$ cat src/rtl/viterbi_acs_pmu.sv
// Add-compare-select and path-metric unit for a K=3, rate-1/2 hard-decision Viterbi decoder.
// Latency: 1 cycle from an accepted bm_valid to dec_valid and the updated metrics/counter.
// Backpressure: none; every bm_valid cycle is consumed, including back-to-back cycles.
//
// Ports:
//   clk, rst              rising-edge clock, synchronous active-high reset
//   start                 frame start: reload initial metrics and clear the step counter
//   bm_valid, bm_in       one trellis step of 8 two-bit branch metrics;
//                         bm(n,d) sits at bm_in[(2n+d)*2 +: 2]
//   dec_valid, dec_bits   per-state survivor decisions (bit n = LSB of the chosen predecessor)
//   best_state            index of the smallest new path metric (lowest index on ties)
//   pm_out                registered path metrics; state n at [n*PM_W +: PM_W]
//   norm_pulse            the step just reported was normalized
//   step_cnt              accepted steps since reset/start; wraps silently
module viterbi_acs_pmu #(
  parameter int PM_W    = 6,
  parameter int CNT_W   = 16,
  parameter int INIT_PM = 16
) (
  input  logic              clk,
  input  logic              rst,
  input  logic              start,
  input  logic              bm_valid,
  input  logic [15:0]       bm_in,
  output logic              dec_valid,
  output logic [3:0]        dec_bits,
  output logic [1:0]        best_state,
  output logic [4*PM_W-1:0] pm_out,
  output logic              norm_pulse,
  output logic [CNT_W-1:0]  step_cnt
);

  localparam logic [PM_W-1:0] L_INIT = PM_W'(INIT_PM);

  // Registered state
  logic [PM_W-1:0]  r_pm [4];
  logic             r_dec_valid;
  logic [3:0]       r_dec_bits;
  logic [1:0]       r_best;
  logic             r_norm;
  logic [CNT_W-1:0] r_cnt;

  // ACS datapath
  logic [PM_W-1:0]  w_prev [4];
  logic [PM_W:0]    w_c0   [4];
  logic [PM_W:0]    w_c1   [4];
  logic [3:0]       w_sel;
  logic [PM_W-1:0]  w_new  [4];
  logic [PM_W-1:0]  w_nrm  [4];
  logic             w_norm;
  logic [1:0]       w_best;
  logic [PM_W-1:0]  w_bval;
  logic [CNT_W-1:0] w_cnt_base;

  // A step issued together with start must see the initial metrics, not
  // whatever the previous frame left in the registers.
  always_comb begin
    for (int n = 0; n < 4; n++) begin
      w_prev[n] = '0;
      if (start) begin
        w_prev[n] = (n == 0) ? '0 : L_INIT;
      end else begin
        w_prev[n] = r_pm[n];
      end
    end
  end

  // Predecessors of state n are {n[0],0} and {n[0],1}. Candidates carry one
  // extra bit so the compare is exact before truncation.
  always_comb begin
    for (int n = 0; n < 4; n++) begin
      w_c0[n]  = {1'b0, w_prev[(n % 2) * 2]}
               + {{(PM_W-1){1'b0}}, bm_in[(2*n)*2 +: 2]};
      w_c1[n]  = {1'b0, w_prev[(n % 2) * 2 + 1]}
               + {{(PM_W-1){1'b0}}, bm_in[(2*n+1)*2 +: 2]};
      // Strict less-than: a tie keeps the d=0 predecessor.
      w_sel[n] = (w_c1[n] < w_c0[n]);
      w_new[n] = w_sel[n] ? w_c1[n][PM_W-1:0] : w_c0[n][PM_W-1:0];
    end
  end

  // Subtracting 2^(PM_W-1) from every metric is only safe when all of them
  // have the MSB set; metric differences are bounded, so that always
  // happens before any metric can overflow.
  always_comb begin
    w_norm = 1'b1;
    for (int n = 0; n < 4; n++) begin
      w_norm = w_norm & w_new[n][PM_W-1];
    end
    for (int n = 0; n < 4; n++) begin
      w_nrm[n] = w_new[n];
      if (w_norm) begin
        w_nrm[n][PM_W-1] = 1'b0;
      end
    end
  end

  // Argmin over normalized metrics; scanning upward with strict less-than
  // lets the lowest index win ties.
  always_comb begin
    w_best = 2'd0;
    w_bval = w_nrm[0];
    for (int n = 1; n < 4; n++) begin
      if (w_nrm[n] < w_bval) begin
        w_bval = w_nrm[n];
        w_best = 2'(n);
      end
    end
  end

  assign w_cnt_base = start ? '0 : r_cnt;

  always_ff @(posedge clk) begin
    if (rst) begin
      r_pm[0]     <= '0;
      r_pm[1]     <= L_INIT;
      r_pm[2]     <= L_INIT;
      r_pm[3]     <= L_INIT;
      r_dec_valid <= 1'b0;
      r_dec_bits  <= '0;
      r_best      <= '0;
      r_norm      <= 1'b0;
      r_cnt       <= '0;
    end else if (bm_valid) begin
      for (int n = 0; n < 4; n++) begin
        r_pm[n] <= w_nrm[n];
      end
      r_dec_valid <= 1'b1;
      r_dec_bits  <= w_sel;
      r_best      <= w_best;
      r_norm      <= w_norm;
      r_cnt       <= w_cnt_base + CNT_W'(1);
    end else begin
      // Idle: decisions and best state hold, strobes drop.
      r_dec_valid <= 1'b0;
      r_norm      <= 1'b0;
      if (start) begin
        r_pm[0] <= '0;
        r_pm[1] <= L_INIT;
        r_pm[2] <= L_INIT;
        r_pm[3] <= L_INIT;
        r_cnt   <= '0;
      end
    end
  end

  genvar g;
  generate
    for (g = 0; g < 4; g++) begin : g_pm_out
      assign pm_out[g*PM_W +: PM_W] = r_pm[g];
    end
  endgenerate

  assign dec_valid  = r_dec_valid;
  assign dec_bits   = r_dec_bits;
  assign best_state = r_best;
  assign norm_pulse = r_norm;
  assign step_cnt   = r_cnt;

endmodule
$ cat config.mk
export PLATFORM = sky130hd
export DESIGN_NAME = viterbi_acs_pmu
export DESIGN_NICKNAME = d
export VERILOG_FILES = /design/src/rtl/viterbi_acs_pmu.sv
export SDC_FILE = /design/constraint.sdc
export NUM_CORES = 1
export LEC_CHECK = 0
export BUFFER_PORTS_ARGS = -buffer_cell sky130_fd_sc_hd__clkbuf_2
export CORE_MARGIN = 3
export CORE_UTILIZATION = 45
export DETAILED_ROUTE_END_ITERATION = 12
export PLACE_DENSITY_LB_ADDON = 0.12
export SYNTH_ARGS = -nofsm -noshare
export SYNTH_HDL_FRONTEND = slang
export SYNTH_SLANG_ARGS = --single-unit
$ cat constraint.sdc
create_clock -name clk -period 10.78 [get_ports clk]
set_clock_uncertainty 0.15 [all_clocks]
set_input_delay 0.539 -clock clk [delete_from_list [all_inputs] [get_ports clk]]
set_output_delay 0.539 -clock clk [all_outputs]
set_load 0.05 [all_outputs]
==> results of run 1 <==
power by group through the flow:
stage | sequential [mW] | combinational (mW) | clock [mW]
2_1_floorplan | 0.233 | 0.143 | 0
3_3_place_gp | 0.207 | 0.214 | 0
3_5_place_dp | 0.207 | 0.218 | 0
4_1_cts | 0.203 | 0.219 | 0.155
5_1_grt | 0.205 | 0.243 | 0.160
6_report | 0.203 | 0.219 | 0.150
how the worst max path moves through the flow:
stage	to	slack, ns	cells after the start
floorplan	best_state[1]	2.25	41
global placement	best_state[1]	1.66	39
detailed placement	best_state[1]	1.34	39
CTS	best_state[1]	1.63	39
global route	best_state[1]	0.72	39
finish	best_state[1]	1.53	39
flip-flops by register name, indices dropped and copies added, names as in the netlist:
name / cells
best_state: 2
step_cnt: 16
norm_pulse: 1
r_pm: 24
dec_bits: 4
dec_valid: 1
final cells by class:
class / count / area, µm² / share of cell area (%)
Sequential cell: 48 / 1080 / 22.0
Tap cell: 129 / 161 / 3.28
Multi-Input combinational cell: 447 / 3090 / 62.7
Clock inverter: 2 / 38.8 / 0.788
Timing Repair Buffer: 69 / 350 / 7.12
Inverter: 30 / 113 / 2.29
Clock buffer: 6 / 93.8 / 1.91
per-stage QoR:
step | hold slack, ns | std cells | setup slack (ns) | power (mW) | area [µm²]
6_report | 0.346 | 731 | 1.53 | 0.573 | 4920
5_1_grt | 0.377 | 731 | 0.719 | 0.608 | 4920
4_1_cts | 0.349 | 731 | 1.63 | 0.577 | 4920
3_5_place_dp | 0.330 | 723 | 1.34 | 0.425 | 4790
3_3_place_gp | 0.322 | 723 | 1.66 | 0.421 | 4790
2_1_floorplan | 0.529 | 550 | 2.25 | 0.376 | 4390
cell families (layout without fill, tap and decap cells):
kind of cell | after synthesis | count (layout) | share of synthesized area, %
simple gates | 209 | 209 | 22.8
compound gates | 113 | 113 | 16.9
fa+ha+maj | 63 | 63 | 17.5
xor+xnor | 41 | 41 | 8.19
flops | 48 | 48 | 24.6
mux | 21 | 21 | 4.99
buf+inv | 55 | 107 | 5.02
cells in the mapped netlist (2+ instances only):
library cell,number,share of area [%]
sky130_fd_sc_hd__dfxtp_1,36,16
sky130_fd_sc_hd__a22o_1,3,0.60
sky130_fd_sc_hd__ha_1,55,16
sky130_fd_sc_hd__mux2i_2,2,0.63
sky130_fd_sc_hd__o221ai_1,2,0.40
sky130_fd_sc_hd__nand3_1,10,1.1
sky130_fd_sc_hd__xnor2_1,14,2.8
sky130_fd_sc_hd__o21a_1,5,0.86
sky130_fd_sc_hd__and2_1,5,0.71
sky130_fd_sc_hd__a21o_1,9,1.5
sky130_fd_sc_hd__nor2_1,72,6.2
sky130_fd_sc_hd__xor2_1,27,5.4
sky130_fd_sc_hd__a2111oi_0,2,0.40
sky130_fd_sc_hd__a21oi_2,2,0.40
sky130_fd_sc_hd__nor3_1,9,1.0
sky130_fd_sc_hd__a211oi_1,5,0.86
sky130_fd_sc_hd__a21oi_1,31,3.5
sky130_fd_sc_hd__maj3_1,8,1.8
sky130_fd_sc_hd__nand4_1,16,2.3
sky130_fd_sc_hd__a211oi_2,2,0.57
sky130_fd_sc_hd__nand2_1,48,4.1
sky130_fd_sc_hd__nand2b_1,11,1.6
sky130_fd_sc_hd__nor2b_1,14,2.0
sky130_fd_sc_hd__o21ai_0,31,3.5
sky130_fd_sc_hd__clkbuf_1,14,1.2
sky130_fd_sc_hd__a31oi_1,6,0.86
sky130_fd_sc_hd__buf_1,5,0.43
sky130_fd_sc_hd__or3_1,14,2.0
sky130_fd_sc_hd__inv_1,30,2.6
sky130_fd_sc_hd__and3_1,2,0.29
sky130_fd_sc_hd__mux2i_1,18,4.1
sky130_fd_sc_hd__or2_2,3,0.43
sky130_fd_sc_hd__buf_2,3,0.34
sky130_fd_sc_hd__o22ai_1,2,0.29
sky130_fd_sc_hd__clkbuf_2,2,0.23
sky130_fd_sc_hd__edfxtp_1,12,8.2
worst register-to-register path, delay by kind of cell (launching register included):
family,cells,cell delay (ns)
AO/OA/AOI/OAI,14,3.09
XOR/XNOR,2,0.34
adder cells (fa/ha/maj),5,1.46
buffers and inverters,1,0.07
flip-flops,1,0.41
multiplexers,2,0.50
AND/OR/NAND/NOR,13,2.56
cell usage in the layout, fill, tap and decap left out, types with 3 or more instances in the layout:
cell,Yosys,layout
sky130_fd_sc_hd__nand4_1,16,16
sky130_fd_sc_hd__dfxtp_1,36,36
sky130_fd_sc_hd__nand2b_1,11,11
sky130_fd_sc_hd__maj3_1,8,8
sky130_fd_sc_hd__clkbuf_8,0,5
sky130_fd_sc_hd__a211oi_1,5,5
sky130_fd_sc_hd__nand2_1,48,48
sky130_fd_sc_hd__a31oi_1,6,6
sky130_fd_sc_hd__nor2b_1,14,14
sky130_fd_sc_hd__and2_1,5,5
sky130_fd_sc_hd__or3_1,14,14
sky130_fd_sc_hd__a22o_1,3,3
sky130_fd_sc_hd__xnor2_1,14,14
sky130_fd_sc_hd__edfxtp_1,12,12
sky130_fd_sc_hd__or2_2,3,3
sky130_fd_sc_hd__nor3_1,9,9
sky130_fd_sc_hd__a21oi_1,31,31
sky130_fd_sc_hd__xor2_1,27,27
sky130_fd_sc_hd__o21a_1,5,5
sky130_fd_sc_hd__a21o_1,9,9
sky130_fd_sc_hd__inv_1,30,30
sky130_fd_sc_hd__nor2_1,72,72
sky130_fd_sc_hd__clkbuf_2,2,67
sky130_fd_sc_hd__nand3_1,10,10
sky130_fd_sc_hd__o21ai_0,31,31
sky130_fd_sc_hd__mux2i_1,18,18
sky130_fd_sc_hd__ha_1,55,55
layer usage:
metal	up-vias	share of wire [%]
met2	77	45
met3	6	4.1
met5	-	0
li1	2030	-
met4	0	0.59
met1	1909	51
==> results.txt, run 1 <==
----------------------------------------------------
[Synth]
  Distinct cells, synth ... 56
  Sequential cell area fraction in the yosys report ... 24.6%
  Total standard cell area after synthesis ... roughly 4400 µm²
  Number of instances in the synthesized netlist ... 550
  Prevailing post-synth register cell ... sky130_fd_sc_hd__dfxtp_1
  Register bit total from synthesis ... 48
  Average footprint of a synthesized cell ... 7.98 µm²
  Post-synthesis async set-or-reset flop share ... 0%
  Synthesized Nets ... ~630
  Number of synthesized flops with an enable pin ... 12
  Number of warning messages in the yosys log ... 0

[Clock network]
  CTS buffer count ... 5
  Worst-case clock buffer depth ... 2
  Hold buffer count at cts ... 0
  Clock latency at the later pin of the worst-skew pair ... about 0.31 ns
  Clock Sink Count ... 48
  Cell chosen for the clock root ... sky130_fd_sc_hd__clkbuf_8
  Post-CTS Setup Inserts ... 0
  Clock tree from TritonCTS ... done
  Total of cells resized after clock tree synthesis ... 0
  Reg clk slew, reported paths ... approximately 0.1 ns
  Total number of H-tree levels ... 2

[Routing]
  Mean routed wirelength per cell ... 15.9 µm
  Detailed-routing iteration count for the pre-antenna-repair pass ... 5
  Via-per-instance ratio ... 5.50
  Number of routed nets with antenna violations ... 0
  DRC marker count from the first detailed-route iteration ... about 210
  Routed via count ... roughly 4000
  Total wire length ... about 12000 µm
  DRC errors left ... 0

[Global route]
  Most used routing layer ... met2
  Initial antenna violation count ... 0
  Largest net degree at the start of global routing ... 28
  Overall overflow remaining after global route ... 0
  Grt met2 use ... about a third
  Routing usage on met1 ... between 30% and 40%
  GRT Overall Usage ... ~21%
  Met3 capacity usage during global routing ... under 10%
  Number of global-route vias before repair ... 3798
  Global-route wire length before repair ... around 19000 µm

[Critical path]
  Worst Reg-to-Reg Cells ... 37
  Max stage delay on crit path ... about 0.65 ns
  Gate family responsible for the most delay along the worst path ... compound AO/OA/AOI/OAI gates
  Startpoint-to-endpoint class of the critical path ... in -> reg
  Critical path buffers and inverters ... 3
  Critical path startpoint category ... input pin
  Startpoint of the most critical register-to-register path ... r_pm[3][1]
  Critical path capture point type ... register
  Launching element of the worst setup path ... start
  Cell seen most often among critical-path stages ... sky130_fd_sc_hd__ha_1
  Maximum fanout along the worst path ... 27
  Terminus of the critical flop-to-flop path ... best_state[1]
  Internal reg-to-reg setup slack ... 2.06 ns
  Data required time at the worst endpoint ... around 11 ns
  Worst Path Arrival ... roughly 9.3 ns
  Slowest cell on the critical path ... sky130_fd_sc_hd__a21oi_1

[Job]
  Max-cap violations ... 0

[STA]
  Final critical-path share of the clock period ... 85.8%
  Max-slew violations ... 0
  Minimum period implied by the final worst setup slack ... just over 9 ns
  Slew at the pin closest to its max-slew limit ... between 0.7 and 0.8 ns
  Highest attainable clock frequency ... between 0.1 and 0.15 GHz
  Max_slew headroom ... a little under half
  RSZ-0062 raised after global routing ... false
  Final-report hold violation count ... 0
  Setup total negative slack ... 0 ns
  Finish-stage setup viols ... 0

[Power and ir drop]
  Clock network fraction of design power ... between 20% and 30%
  Maximum ir drop on the vdd rail ... roughly 0.089 mV
  Internal Power ... roughly 0.36 mW
  Portion of total power attributed to combinational logic ... roughly two fifths
  Sw frac ... 37.5%
  Part of the total power dissipated in sequential elements ... between 30 and 40%
  Cell area power density ... approximately 120 nW/µm²
  Leak pwr ... 2.14 nW
  Sw power ... around 0.22 mW

[Cells and area]
  Ant. Diodes ... 0
  Layout overhead on the synthesized area ... 12.2%
  Final layout net count ... 676
  Fill cell instance count of the final layout ... just under 1000
  Post-layout util ... a little over half
  Share of post-route cells with drive strength above 1 ... between 10% and 20%

[Die]
  Y dimension of the die ... 105 µm
  Area of the die ... 11000 µm²
  Number of core rows ... 35
  Top-level port count ... 68
  Placeable Area ... 9370 µm²
  Width of the die ... roughly 100 µm
  Initial Util ... 46.8%

[Min path]
  Cell depth of the worst hold path ... 2
  HP Start ... step_cnt[15]
  End of the worst hold path ... step_cnt[15]
  Path class of the lowest-slack min-delay path ... reg -> reg

[Placed design]
  Estimated wirelength of the detail-placed design ... between 9000 and 10000 µm
  # port buffers ... 67
  GPL Wtd Cong ... 0.881

[Run status]
  Run status ... complete, no violations

----------------------------------------------------
Note: power is estimated with default switching activity, not from simulation.
==> run 2: changes to the inputs <==
--- a/config.mk
+++ b/config.mk
@@ -9,7 +9,7 @@
 export CORE_MARGIN = 3
 export CORE_UTILIZATION = 45
 export DETAILED_ROUTE_END_ITERATION = 12
-export PLACE_DENSITY_LB_ADDON = 0.12
+export PLACE_DENSITY = 0.66
 export SYNTH_ARGS = -nofsm -noshare
 export SYNTH_HDL_FRONTEND = slang
 export SYNTH_SLANG_ARGS = --single-unit
==> constraint.sdc (replaced) <==
create_clock -name clk -period 10.78 [get_ports clk]
set_clock_uncertainty 0.15 [all_clocks]
set_input_delay 0 -clock clk [delete_from_list [all_inputs] [get_ports clk]]
set_output_delay 0 -clock clk [all_outputs]
set_load 0.05 [all_outputs]
==> run 2 against run 1 <==
  * Die area did not move
  * Global-route usage is 0.35 points lower
  * Via count down 1.6%
  * First-iteration DRC count is 5.7% higher
  * Sequential power about the same
  * Hold slack got worse by 0.31 ns
  * Non-clock buffer count grew 1
  * Routed wire length is 2.5% lower
  * Count of clock-buffer cells in the layout unchanged
  * Final cell count grew 0.14%
  * Critical path depth is 3 lower
==> results.txt, run 2 (synthesized netlist as in run 1, its figures left out) <==
----------------------------------------------------
[Critical path]
  Startpoint of the most critical register-to-register path ... r_pm[1][1]
  Critical path startpoint category ... register
  Startpoint-to-endpoint class of the critical path ... reg -> reg
  Maximum fanout along the worst path ... 11 (-59%)
  Slowest cell on the critical path ... sky130_fd_sc_hd__a21oi_1
  Terminus of the critical flop-to-flop path ... best_state[0]
  Data required time at the worst endpoint ... 10.82 ns (about the same)
  Cell seen most often among critical-path stages ... sky130_fd_sc_hd__ha_1
  Internal reg-to-reg setup slack ... 2.09 ns (+0.03 ns)
  Worst Reg-to-Reg Cells ... 36 (-2.7%)
  Critical path buffers and inverters ... 1 (-2)
  Worst Path Arrival ... 8.72 ns (-0.56 ns)
  Critical path capture point type ... register
  Max stage delay on crit path ... 0.64 ns (about the same)
  Gate family responsible for the most delay along the worst path ... compound AO/OA/AOI/OAI gates

[Cells and area]
  Final layout net count ... 677 (+0.15%)
  Commonest cells after routing, fill and taps aside ... sky130_fd_sc_hd__nor2_1, sky130_fd_sc_hd__clkbuf_2, sky130_fd_sc_hd__ha_1
  Most common cell after layout, fill and taps aside ... sky130_fd_sc_hd__nor2_1
  Final std cell area, no fill ... 4930 µm² (+0.20%)
  Ant. Diodes ... 0 (unchanged)
  Share of post-route cells with drive strength above 1 ... 15.8% (-0.026 points)
  Flip-flop count of the largest register, all copies and words added ... 24 (unchanged)
  Largest Register ... r_pm
  Layout overhead on the synthesized area ... 12.5%

[Placed design]
  GPL Wtd Cong ... 0.883 (+0.27%)
  # port buffers ... 67 (unchanged)
  Area after DPL ... 4790 µm² (unchanged)
  Estimated wirelength of the detail-placed design ... 9090 µm (-0.95%)

[Global route]
  Largest net degree at the start of global routing ... 27 (-3.6%)
  Overall overflow remaining after global route ... 0 (unchanged)
  GRT Overall Usage ... 20.4% (-0.35 points)
  Number of global-route vias before repair ... 3812 (+0.37%)
  Initial antenna violation count ... 0 (unchanged)
  Global-route wire length before repair ... 18600 µm (-1.5%)

[Die]
  Placeable Area ... 9370 µm² (unchanged)
  Width of the die ... 105 µm (unchanged)
  Top-level port count ... 68 (unchanged)
  Area of the die ... 11000 µm² (unchanged)
  Initial Util ... 46.8% (unchanged)
  Y dimension of the die ... 105 µm (unchanged)
  Number of core rows ... 35 (unchanged)

[Clock network]
  Clock Sink Count ... 48 (unchanged)
  Worst-case clock buffer depth ... 2 (unchanged)
  Total of cells resized after clock tree synthesis ... 0 (unchanged)
  Clock tree from TritonCTS ... done
  Cell chosen for the clock root ... sky130_fd_sc_hd__clkbuf_8
  CTS buffer count ... 5 (unchanged)
  Post-CTS Setup Inserts ... 0 (unchanged)
  Clock latency at the later pin of the worst-skew pair ... 0.32 ns (about the same)
  Reg clk slew, reported paths ... 0.09 ns (about the same)
  Total number of H-tree levels ... 2 (unchanged)

[STA]
  Final critical-path share of the clock period ... 80.6% (-5.2 points)
  Max_slew headroom ... 48.2% (+1.4 points)
  Setup total negative slack ... 0 ns (unchanged)
  Highest attainable clock frequency ... 0.115 GHz (+6.5%)
  Final-report hold violation count ... 0 (unchanged)
  Minimum period implied by the final worst setup slack ... 8.69 ns (-0.564 ns)
  Max-slew violations ... 0 (unchanged)
  Slew at the pin closest to its max-slew limit ... 0.777 ns (-0.0214 ns)
  Hold Worst Slack ... 0.0377 ns (-0.309 ns)
  Finish-stage setup viols ... 0 (unchanged)
  RSZ-0062 raised after global routing ... false

[Min path]
  End of the worst hold path ... r_pm[3][0]
  Path class of the lowest-slack min-delay path ... in -> reg
  HP Start ... bm_in[14]
  Cell depth of the worst hold path ... 4 (+2)

[Power and ir drop]
  Leak pwr ... 2.15 nW (+0.20%)
  Cell area power density ... 117 nW/µm² (+0.26%)
  Maximum ir drop on the vdd rail ... 0.0784 mV (-12%)

[Routing]
  DRC marker count from the first detailed-route iteration ... 221 (+5.7%)
  Routed via count ... 3957 (-1.6%)
  Mean routed wirelength per cell ... 15.4 µm (-2.6%)
  Number of routed nets with antenna violations ... 0 (unchanged)
  DRC errors left ... 0 (unchanged)
  Via-per-instance ratio ... 5.41 (-1.8%)
  Total wire length ... 11300 µm (-2.5%)
  Detailed-routing iteration count for the pre-antenna-repair pass ... 4 (-1)

[Job]
  Max-cap violations ... 0 (unchanged)

[Run status]
  Run status ... complete, no violations

----------------------------------------------------
-- run 2: metal layers --
metal	up-vias	share of wire (%)	global-route usage, %
met3	15	5.7	2.90
met4	0	1.5	4.69
met5	-	0	0
met1	1811	48	28.9
met2	92	44	33.0
li1	2039	-	-
-- run 2: worst reg2reg max path: cells and delay by family (launching register included) --
family,cells,cell delay [ns]
flip-flops,1,0.50
XOR/XNOR,2,0.34
multiplexers,2,0.54
AO/OA/AOI/OAI,15,3.38
buffers and inverters,1,0.07
adder cells (fa/ha/maj),5,1.47
AND/OR/NAND/NOR,11,2.13
-- run 2: timing repair --
item	4_1_cts	5_1_grt
hold endpoints to repair	2	0
hold buffers	1	0
endpoints found under the setup margin	0	0
-- run 2: worst max path at each step --
stage / start / to / depth (start not counted)
2_1_floorplan: r_pm[3][1] / best_state[1] / 38
3_3_place_gp: start / best_state[1] / 39
3_5_place_dp: start / best_state[1] / 39
4_1_cts: r_pm[1][1] / best_state[1] / 37
5_1_grt: start / best_state[0] / 39
6_report: r_pm[1][1] / best_state[0] / 36
-- run 2: stage by stage --
step	std cells	worst slack, ns	utilization [%]	power [mW]
final	732	2.09	52.6	0.575
after global routing	732	1.27	52.6	0.609
after CTS	732	2.14	52.6	0.577
after detailed placement	723	1.86	51.1	0.425
after global placement	723	2.07	51.1	0.420
after floorplan	550	2.68	-	0.376
-- run 2: report_power, final --
group	internal [mW]	switching [mW]
combinational	0.0807	0.139
clock	0.0841	0.0678
sequential	0.193	0.00995
-- run 2: cell type report --
type	count	area, µm²
fillers	934	4440
multi-input cells	447	3090
flip-flops and latches	48	1080
repair buffers	70	360
well taps	129	161
inverters	30	113
clock buffers	6	93.8
clock inverters	2	38.8
